===== config.mk =====
export PLATFORM = sky130hd
export DESIGN_NAME = uart_rx_param
export DESIGN_NICKNAME = d
export VERILOG_FILES = /design/src/rtl/uart_pkg.sv /design/src/rtl/rx_sync.sv /design/src/rtl/uart_rx_param.sv
export SDC_FILE = /design/constraint.sdc
export NUM_CORES = 1
export LEC_CHECK = 0
export ABC_AREA = 1
export CORE_ASPECT_RATIO = 0.9
export CORE_MARGIN = 2
export CORE_UTILIZATION = 58
export CTS_CLUSTER_DIAMETER = 40
export DETAILED_ROUTE_END_ITERATION = 7
export PLACE_DENSITY = 0.92
export SLEW_MARGIN = 20
export SYNTH_ARGS = -nofsm -noshare
export SYNTH_HDL_FRONTEND = slang
export SYNTH_SLANG_ARGS = --single-unit

===== constraint.sdc =====
create_clock -name clk -period 3.7 [get_ports clk]
set_input_delay 0.74 -clock clk [delete_from_list [all_inputs] [get_ports clk]]
set_output_delay 0.74 -clock clk [all_outputs]
set_load 0.02 [all_outputs]

===== src/rtl/uart_pkg.sv =====
// Shared definitions for the UART receiver family: FSM state encodings,
// parity mode constants and the parity-error helper.
package uart_pkg;

    typedef enum logic [2:0] {
        IDLE      = 3'd0,
        START     = 3'd1,
        DATA      = 3'd2,
        PARITY    = 3'd3,
        STOP      = 3'd4,
        WAIT_HIGH = 3'd5
    } rxState_t;

    localparam int PARITY_NONE   = 0;
    localparam int PARITY_EVEN   = 1;
    localparam int PARITY_ODD    = 2;
    localparam int MAX_DATA_BITS = 9;

    // Narrower words are zero-extended by the caller, which leaves the XOR unchanged.
    function automatic logic parityErrOf(input logic [MAX_DATA_BITS-1:0] word,
                                         input logic                     parBit,
                                         input int                       mode);
        if (mode == PARITY_NONE) begin
            return 1'b0;
        end
        return ((^word) ^ parBit) != (mode == PARITY_ODD);
    endfunction

endpackage


===== src/rtl/rx_sync.sv =====
// Two-flop synchroniser for an idle-high serial line. Resets to 1 so that
// reset never looks like a start bit. Shared with the transmitter loopback.
module rx_sync (
    input  logic clk,
    input  logic rst,
    input  logic din,
    output logic dout
);

    logic meta;

    // Two-stage capture of the asynchronous input.
    always_ff @(posedge clk) begin
        if (rst) begin
            meta <= 1'b1;
            dout <= 1'b1;
        end else begin
            meta <= din;
            dout <= meta;
        end
    end

endmodule


===== src/rtl/uart_rx_param.sv =====
// Parametrised UART receiver: start, DATA_BITS data bits (LSB first),
// optional parity and 1-2 stop bits, oversampled at CLKS_PER_BIT.
// Build option UART_RX_MAJORITY_EN: each bit decision is a 2-of-3 majority
// around the sample point instead of a single sample.
//
// state     | meaning
// ----------+-----------------------------------------------------------
// IDLE      | line idle, waiting for a low level
// START     | checking the start bit at its centre (false-start filter)
// DATA      | shifting in data bits, LSB first
// PARITY    | sampling the parity bit
// STOP      | sampling stop bits; strobe issued after the last one
// WAIT_HIGH | after a framing error, waiting for the line to return high
import uart_pkg::*;

module uart_rx_param #(
    parameter int CLKS_PER_BIT = 16,
    parameter int DATA_BITS    = 8,
    parameter int PARITY_MODE  = 1,
    parameter int STOP_BITS    = 1
) (
    input  logic                 clk,
    input  logic                 rst,
    input  logic                 rx,
    output logic [DATA_BITS-1:0] data_out,
    output logic                 data_valid,
    output logic                 parity_err,
    output logic                 frame_err,
    output logic [DATA_BITS-1:0] leds
);

    localparam int              CNT_W  = $clog2(CLKS_PER_BIT);
    localparam logic [CNT_W-1:0] MID_PT = CNT_W'(CLKS_PER_BIT / 2 - 1);
    localparam logic [CNT_W-1:0] END_PT = CNT_W'(CLKS_PER_BIT - 1);

    rxState_t             state;
    rxState_t             nextState;
    logic                 rxSync;
    logic                 rxLine;
    logic                 rxSample;
    logic [CNT_W-1:0]     bitCnt;
    logic [CNT_W-1:0]     samplePoint;
    logic                 atPoint;
    logic [3:0]           bitIdx;
    logic                 lastData;
    logic                 lastStop;
    logic [DATA_BITS-1:0] shiftReg;
    logic                 parBit;
    logic                 frameAcc;

    rx_sync uSync (
        .clk  (clk),
        .rst  (rst),
        .din  (rx),
        .dout (rxSync)
    );

`ifdef UART_RX_MAJORITY_EN
    logic rxDly1;
    logic rxDly2;

    // The FSM watches the line one cycle late, so the live synchronised value
    // is the point+1 sample and the vote is centred on the FSM's sample point.
    always_ff @(posedge clk) begin
        if (rst) begin
            rxDly1 <= 1'b1;
            rxDly2 <= 1'b1;
        end else begin
            rxDly1 <= rxSync;
            rxDly2 <= rxDly1;
        end
    end

    assign rxLine   = rxDly1;
    assign rxSample = (rxSync & rxDly1) | (rxSync & rxDly2) | (rxDly1 & rxDly2);
`else
    assign rxLine   = rxSync;
    assign rxSample = rxSync;
`endif

    // State register.
    always_ff @(posedge clk) begin
        if (rst) begin
            state <= IDLE;
        end else begin
            state <= nextState;
        end
    end

    // Next-state decode.
    always_comb begin
        nextState = state;
        case (state)
            IDLE: begin
                if (!rxLine) nextState = START;
            end
            START: begin
                if (atPoint) nextState = rxSample ? IDLE : DATA;
            end
            DATA: begin
                if (atPoint && lastData) nextState = (PARITY_MODE != PARITY_NONE) ? PARITY : STOP;
            end
            PARITY: begin
                if (atPoint) nextState = STOP;
            end
            STOP: begin
                if (atPoint && lastStop) nextState = (frameAcc || !rxSample) ? WAIT_HIGH : IDLE;
            end
            WAIT_HIGH: begin
                if (rxLine) nextState = IDLE;
            end
            default: nextState = IDLE;
        endcase
    end

    // Sample-point and bit-position decode, plus the debug LED view.
    always_comb begin
        samplePoint = (state == START) ? MID_PT : END_PT;
        atPoint     = (bitCnt == samplePoint);
        lastData    = (bitIdx == 4'(DATA_BITS - 1));
        lastStop    = (bitIdx == 4'(STOP_BITS - 1));
        leds        = (parity_err || frame_err) ? '1 : data_out;
    end

    // Bit timing, shift register and the output word/flags with their strobe.
    always_ff @(posedge clk) begin
        if (rst) begin
            bitCnt     <= '0;
            bitIdx     <= '0;
            shiftReg   <= '0;
            parBit     <= 1'b0;
            frameAcc   <= 1'b0;
            data_out   <= '0;
            data_valid <= 1'b0;
            parity_err <= 1'b0;
            frame_err  <= 1'b0;
        end else begin
            data_valid <= 1'b0;
            if (state == IDLE || state == WAIT_HIGH) begin
                bitCnt   <= '0;
                bitIdx   <= '0;
                frameAcc <= 1'b0;
            end else begin
                bitCnt <= atPoint ? '0 : bitCnt + 1'b1;
            end
            if (atPoint) begin
                case (state)
                    DATA: begin
                        shiftReg <= {rxSample, shiftReg[DATA_BITS-1:1]};
                        bitIdx   <= lastData ? 4'd0 : bitIdx + 4'd1;
                    end
                    PARITY: begin
                        parBit <= rxSample;
                    end
                    STOP: begin
                        bitIdx <= bitIdx + 4'd1;
                        if (!rxSample) frameAcc <= 1'b1;
                        if (lastStop) begin
                            data_out   <= shiftReg;
                            data_valid <= 1'b1;
                            parity_err <= parityErrOf(MAX_DATA_BITS'(shiftReg), parBit, PARITY_MODE);
                            frame_err  <= frameAcc | ~rxSample;
                        end
                    end
                    default: ;
                endcase
            end
        end
    end

endmodule


Word-level counts from Yosys, hierarchy flattened
Index checks and enable logic that the tools add are counted.

Register bits: 34. Input port bits: 3. Output and inout port bits: 19. Word-level logic and storage cells: 67.

Add/subtract/negate cells: 2. Equality and inequality tests: 13. Muxes and demuxes: 20. Bitwise gates (word level): 5. Reduce and logical (&&, ||, !) cells: 15.

Operators with widths (number): two-way mux 3 bit (7); case mux 3 bit (6 select lines) (1); two-way mux 4 bit (4); != test 2 bit (second input constant) (5); XOR reduction 9 bit (1); adder 4 x 1 -> 4 bit (second input constant) (2); two-way mux 8 bit (1); case mux 4 bit (2 select lines) (1); == test 3 x 2 -> 1 bit (second input constant) (2); == test 3 bit (second input constant) (2); AND reduction 6 bit (1); OR reduction 3 bit (2); two-way mux 1 bit (5); == test 4 x 3 -> 1 bit (second input constant) (1); == test 4 bit (1); logical NOT 4 bit (1); AND reduction 2 bit (2); == test 3 x 1 -> 1 bit (second input constant) (1); logical NOT 3 bit (1); logical OR 1 bit (3); inverter 1 bit (3); AND reduction 3 bit (1); logical AND 1 bit (2); two-way mux 2 bit (1); other kinds (4) (4).

Depth between registers and ports, before layout
Gate-level depths: netlist (run 1).

Depth in word-level cells: 6. Gate-level depth with buffers: 10. Gate-level depth less buffers: 10.

Cells and area by module
A second synthesis (run 1) with hierarchy kept.

Cells, all modules: 226. Area, all modules: 1664.1 µm².

By module, submodules not included: uart_rx_param (instances 1, cells an instance 219, area each 1605.3 µm², sequential area each 640.6 µm²); rx_sync (instances 1, cells an instance 7, area each 58.8 µm², sequential area each 40.0 µm²).

Least setup slack after synthesis (run 1)
No wires, ideal clock.

Path type: register to output. Start point: register frame_err. End point: output leds[0]. Arrival: 0.904 ns. Slack: 2.056 ns. Cell stages (with the launch flop): 3. Path buffers: 0. Cells stage by stage: dfxtp_1 nor2_1 nand2_1.

Cells in the longest elaborated chain, start to end: 2.

RTL lines: from (decl) (line uart_rx_param.sv:28) `output logic frame_err,`; from (signal assigned) (line uart_rx_param.sv:162) `frame_err <= frameAcc | ~rxSample;`; logical OR 1 bit (line uart_rx_param.sv:122) `leds = (parity_err || frame_err) ? '1 : data_out;`; two-way mux 8 bit (line uart_rx_param.sv:122); to (decl) (line uart_rx_param.sv:29) `output logic [DATA_BITS-1:0] leds`.

No other way between the ends.

Worst setup path after layout (run 1)
Start point: register frame_err. End point: output leds[2].

Same word-level chain as after synthesis.

==> results of run 1 <==
==> worst max-delay path: cells and delay by family, from the launching register on <==
kind	cells	cell delay, ns
buf+inv	1	0.56
simple gates	2	0.55
flops	1	0.34
==> cells by family (layout without fill, tap and decap cells) <==
logic type,count (synthesis),count (layout)
AOI/OAI and AO/OA,43,43
and+or+nand+nor,114,114
xor gates and xnor gates,10,10
adders and majority gates,3,3
buffers and inverters,36,59
DFF,34,34
==> metal layers <==
metal,up-vias,global-route usage
met5,-,0
met4,0,0.121
met3,7,0.0791
met2,47,0.365
met1,681,0.325
li1,804,-
==> power groups by stage <==
stage / sequential, mW / combinational, mW / clock, mW
finish: 0.418 / 0.285 / 0.221
global route: 0.423 / 0.315 / 0.237
global placement: 0.425 / 0.269 / 0
detailed placement: 0.426 / 0.274 / 0
floorplan: 0.420 / 0.230 / 0
CTS: 0.418 / 0.277 / 0.228
==> cell usage in the layout, fill, tap and decap left out, drive strengths merged, types with 2 or more instances in the layout <==
cell type,count
a21oi,16
clkbuf,6
clkdlybuf4s50,21
dfxtp,34
ha,3
inv,29
nand2,44
nand3,14
nand4,3
nor2,47
nor3,2
o21ai,25
or2,3
xnor2,5
xor2,5
==> state kept, by name, indices dropped and copies added, names as in the netlist, 3 cells and up <==
signal,flops
bitCnt,4
bitIdx,4
data_out,8
shiftReg,8
state,3
==> area by class of cell <==
cell class	instances	share of cell area
multi-input combinational	170	0.435
sequential	34	0.340
timing repair buffer	21	0.105
inverter	30	0.0632
clock buffer	6	0.0256
tap	40	0.0250
clock inverter	2	0.00625
==> metrics by stage <==
stage	std cells	util	setup WS, ns	area, um2
floorplan	240	-	2.06	1720
global placement	295	0.699	1.54	1940
detailed placement	295	0.699	1.43	1940
CTS	303	0.722	1.12	2000
global route	303	0.722	1.01	2000
finish	303	0.722	1.16	2000
==> how the worst max path moves through the flow <==
| stage | start | slack, ns | end | depth (start not counted) |
|---|---|---|---|---|
| floorplan | frame_err$_SDFFE_PP0P_ | 2.06 | leds[0] | 2 |
| global placement | rst | 1.54 | data_out[7]$_SDFFE_PP0P_ | 4 |
| detailed placement | rst | 1.43 | shiftReg[5]$_SDFFE_PP0P_ | 4 |
| CTS | frame_err$_SDFFE_PP0P_ | 1.12 | leds[6] | 3 |
| global route | frame_err$_SDFFE_PP0P_ | 1.01 | leds[2] | 3 |
| finish | frame_err$_SDFFE_PP0P_ | 1.16 | leds[2] | 3 |
==> flow_metrics.py, run 1 <==
metrics = {
    "cells_and_area": {
        "multiInputGateArea_um2": 870,
        "diodes": 0,
        "drive_gt1_frac": 0.0951,
        "nFillCells": 219,
        "area_growth_pct": 16.6,
        "final-seq-area_um2": 681,
        "final_net_count": 268,
    },
    "setup_path": {
        "critPathKind": "reg2out",
        "r2r_slack_ns": 1.88,
        "reg2reg_depth": 8,
        "path_cells": "nor2_1, nand2_1, clkdlybuf4s50_1",
        "worst_ep_required_time_ns": 2.96,
        "max_stage_delay_ns": 0.56,
        "path_max_fanout": 8,
        "r2r-end": "frame_err$_SDFFE_PP0P_",
        "end_kind": "output pin",
        "worstSetupStartpointType": "flip-flop",
        "timing.rr.start": "bitIdx[0]$_SDFF_PP0_",
        "arrival_ns": 1.80,
        "crit_slowest_cell": "clkdlybuf4s50_1",
    },
    "logic_synthesis": {
        "yosysMostFrequentCell": "nor2_1",
        "synthTopCellsByCount": "nor2_1, nand2_1, dfxtp_1, inv_1, o21ai_0",
        "ys_dominant_reg_cell": "dfxtp_1",
        "synth_edf_count": 0,
        "ys_top_cells_by_area": "dfxtp_1, nor2_1, nand2_1, inv_1, o21ai_0",
        "ys_seq_area_frac": 0.397,
        "synth-compound-area-share": 0.131,
        "synth_top_family_by_area": "simple AND/OR/NAND/NOR gates",
        "async_flop_share": 0,
        "synth_xor_area_frac": 0.0511,
        "synth-simple-area-share": 0.303,
        "synth_mux_area_frac": 0,
        "ys_seq_elements": 34,
        "syn_area_um2": 1720,
        "synth_area_leader_cell": "dfxtp_1",
        "synth-adder-area-share": 0.0219,
        "synth_top_area_frac": 0.397,
        "syn-num-nets": 246,
        "synth_area_per_cell_um2": 7.15,
        "yosysUniqueCellTypes": 29,
        "synthesis.instances": 240,
        "ys_warn_count": 0,
    },
    "timing": {
        "slew_headroom": 0.636,
        "fin_crit_ns": 2.54,
        "setup_viol": 0,
        "rsz0062_at_grt": "no",
        "holdWs_ns": 0.426,
        "hold_viol": 0,
        "clock.fmax_ghz": 0.394,
        "fin_skew_ns": 0.0107,
        "finalMaxSlewViolations": 0,
        "setup-tns-final_ns": 0,
        "fin_crit_sh": 0.685,
        "max_slew.worst_pin.slew_ns": 0.544,
    },
    "pwr": {
        "vdd_ir_drop_max_mv": 0.323,
        "leakage_nw": 0.931,
        "p_seq_frac": 0.452,
        "p_clk_frac": 0.239,
        "switching_share": 0.375,
        "switching_power_mw": 0.347,
        "pwr_density_cell_nw_per_um2": 462,
        "comb_power_share": 0.308,
        "finalPower_mw": 0.925,
        "power.internal_mw": 0.578,
    },
    "hold_path": {
        "hold_end": "uSync.dout$_SDFF_PP1_",
        "min-delay-start": "uSync.meta$_SDFF_PP1_",
        "hold_class": "reg2reg",
        "whs_path_depth": 1,
    },
    "flow_run": {
        "max-cap-violations": 0,
    },
    "detailed_routing": {
        "drtIter0Drc": 87,
        "top_layer_used": "met4",
        "dr_wl_met3_um": 228,
        "routed-wl-met2_um": 1640,
        "drtPass1Iterations": 4,
        "vias": 1539,
        "via_per_inst": 5.08,
        "drt-total-wl_um": 3680,
        "drc_errors": 0,
        "wl_met1_um": 1740,
        "wl_per_cell_um": 12.2,
        "ant_nets": 0,
    },
    "clock_tree": {
        "ctsHoldBuffers": 0,
        "cts_buffer_depth": 2,
        "path_clk_slew_ns": 0.10,
        "cts_tree": "built",
        "post-cts-setup-buffers": 0,
        "htree_levels": 2,
        "cts_made_buffers": 5,
        "ctsRootBufferMaster": "clkbuf_4",
        "cts_sinks": 34,
        "cts-resized-gates": 0,
        "clock_latency_ns": 0.35,
    },
    "placement": {
        "portBuffers": 21,
        "gp_congestion": 0.874,
        "hpwl_um": 2630,
    },
    "grt": {
        "grt_max_degree": 21,
        "antenna_found_initial": 0,
        "grt_use_total": 0.249,
        "grt_pass1_vias": 1452,
        "gr-total-overflow": 0,
        "grt_pass1_wl_um": 6290,
    },
    "die": {
        "ios": 22,
        "coreArea_um2": 2770,
        "num_rows": 18,
        "dieWidth_um": 61.3,
        "die-area_um2": 3410,
        "start_util": 0.619,
        "fp.dieH_um": 55.6,
    },
    "status": {
        "status": "finished clean",
    },
}
Note: power is estimated with default switching activity, not from simulation.
==> inputs of run 2 (changes only) <==
--- a/config.mk
+++ b/config.mk
@@ -8,10 +8,10 @@
 export ABC_AREA = 1
 export CORE_ASPECT_RATIO = 0.9
 export CORE_MARGIN = 2
-export CORE_UTILIZATION = 58
+export CORE_UTILIZATION = 49
 export CTS_CLUSTER_DIAMETER = 40
 export DETAILED_ROUTE_END_ITERATION = 7
-export PLACE_DENSITY = 0.92
+export PLACE_DENSITY = 0.84
 export SLEW_MARGIN = 20
 export SYNTH_ARGS = -nofsm -noshare
 export SYNTH_HDL_FRONTEND = slang
==> constraint.sdc (replaced) <==
create_clock -name clk -period 2.3 [get_ports clk]
set_input_delay 0.46 -clock clk [delete_from_list [all_inputs] [get_ports clk]]
set_output_delay 0.46 -clock clk [all_outputs]
set_load 0.02 [all_outputs]
==> run 2 against run 1 <==
Worst hold slack worse by 0.0054 ns. Global-route usage is 5.0 points lower. Total power is 72% higher. Sequential cell count stayed put. Sequential power is 61% higher. Utilization is 11 points lower. Wire length is 4.1% lower. Critical path depth stayed put. Cell area is 2.1% higher. First-iteration DRC count is 57% lower. Clock power is 110% higher. Highest routed layer unchanged.
==> flow_metrics.py, run 2 (same netlist as run 1, synthesis figures left out) <==
metrics = {
    "status": {
        "status": "finished clean",
    },
    "setup_path": {
        "crit_cells": 3,
        "r2r-end": "frame_err$_SDFFE_PP0P_",
        "path_cells": "nor2_2, nand2_1, clkdlybuf4s50_1",
        "timing.rr.start": "bitIdx[0]$_SDFF_PP0_",
        "end_kind": "output pin",
        "max_stage_delay_ns": 0.56,
        "reg2reg_depth": 8,
        "worst_ep_required_time_ns": 1.84,
        "worstSetupStartpointType": "flip-flop",
        "r2r_slack_ns": 0.51,
        "crit_slowest_cell": "clkdlybuf4s50_1",
        "arrival_ns": 1.57,
        "path_max_fanout": 8,
        "critPathKind": "reg2out",
        "path_buf_inv": 1,
        "path_delay_family": "buffers and inverters",
    },
    "timing": {
        "holdWs_ns": 0.421,
        "finalMaxSlewViolations": 0,
        "slew_headroom": 0.660,
        "fin_crit_ns": 2.03,
        "setup_viol": 0,
        "setup-tns-final_ns": 0,
        "fin_crit_sh": 0.884,
        "max_slew.worst_pin.slew_ns": 0.509,
        "clock.fmax_ghz": 0.492,
        "rsz0062_at_grt": "no",
        "fin_skew_ns": 0.00306,
        "hold_viol": 0,
    },
    "die": {
        "die-area_um2": 3990,
        "dieWidth_um": 66.4,
        "coreArea_um2": 3350,
        "num_rows": 20,
        "fp.dieH_um": 60.1,
        "start_util": 0.512,
        "ios": 22,
    },
    "cells_and_area": {
        "nFillCells": 317,
        "area_growth_pct": 19.1,
        "layout_common_cells": "nand2_1, nor2_1, dfxtp_1",
        "final_net_count": 269,
        "drive_gt1_frac": 0.0985,
        "top_regs": "data_out x8, shiftReg x8",
        "diodes": 0,
    },
    "placement": {
        "portBuffers": 21,
        "gp_congestion": 0.828,
        "hpwl_um": 2520,
    },
    "grt": {
        "grt_pass1_wl_um": 5950,
        "gr-total-overflow": 0,
        "grt_pass1_vias": 1380,
        "grt_max_degree": 21,
        "grt_use_total": 0.199,
        "antenna_found_initial": 0,
    },
    "clock_tree": {
        "ctsRootBufferMaster": "clkbuf_8",
        "cts-resized-gates": 0,
        "post-cts-setup-buffers": 0,
        "path_clk_slew_ns": 0.07,
        "cts_tree": "built",
        "cts_sinks": 34,
        "htree_levels": 2,
        "cts_buffer_depth": 2,
        "clock_latency_ns": 0.29,
        "cts_made_buffers": 5,
        "ctsHoldBuffers": 0,
    },
    "detailed_routing": {
        "drtIter0Drc": 37,
        "drc_errors": 0,
        "via_per_inst": 4.97,
        "wl_per_cell_um": 11.5,
        "vias": 1531,
        "ant_nets": 0,
        "drtPass1Iterations": 4,
        "drt-total-wl_um": 3530,
    },
    "hold_path": {
        "whs_path_depth": 1,
        "hold_end": "uSync.dout$_SDFF_PP1_",
        "hold_class": "reg2reg",
        "min-delay-start": "uSync.meta$_SDFF_PP1_",
    },
    "pwr": {
        "leakage_nw": 0.951,
        "vdd_ir_drop_max_mv": 0.545,
        "pwr_density_cell_nw_per_um2": 776,
    },
    "flow_run": {
        "max-cap-violations": 0,
    },
}
run 2: cell type report:
type / count / area [um2] / share of cell area
multi-input cells: 170 / 872 / 0.427
flip-flops and latches: 34 / 681 / 0.333
repair buffers: 22 / 218 / 0.107
inverters: 30 / 126 / 0.0618
clock buffers: 7 / 86.3 / 0.0423
well taps: 44 / 55.1 / 0.0269
clock inverters: 1 / 5.00 / 0.00245
run 2: through the flow:
step	worst slack [ns]	power, mW	instances	util	area, um2
floorplan	0.851	1.04	240	-	1720
global placement	0.481	1.12	300	0.581	1950
detailed placement	0.407	1.13	300	0.581	1950
CTS	0.0892	1.59	308	0.609	2040
global route	0.179	1.69	308	0.609	2040
finish	0.266	1.59	308	0.609	2040
run 2: where the power goes:
part | internal, mW | total (mW) | switching (mW)
Clock | 0.241 | 0.462 | 0.221
Sequential | 0.627 | 0.672 | 0.0457
Combinational | 0.157 | 0.452 | 0.295
Total | 1.03 | 1.59 | 0.561
run 2: worst register-to-register path, delay by kind of cell (launching register included):
family	cells	cell delay [ns]
and+or+nand+nor	4	0.86
DFF	1	0.33
buffers and inverters	2	0.22
adders and majority gates	1	0.15
AOI/OAI and AO/OA	1	0.14
run 2: worst max path at each step:
stage	startpoint	endpoint	slack (ns)
after detailed placement	frame_err$_SDFFE_PP0P_	leds[2]	0.41
after CTS	frame_err$_SDFFE_PP0P_	leds[2]	0.09
after floorplan	bitIdx[0]$_SDFF_PP0_	parity_err$_SDFFE_PP0P_	0.85
after global routing	frame_err$_SDFFE_PP0P_	leds[2]	0.18
after global placement	frame_err$_SDFFE_PP0P_	leds[6]	0.48
final	frame_err$_SDFFE_PP0P_	leds[2]	0.27
run 2: routing by layer:
layer	wire [um]	global-route usage	part of all wire
met1	1710	0.251	0.49
met2	1540	0.313	0.44
met3	217	0.0734	0.061
met4	55	0.0729	0.016
met5	0	0	0
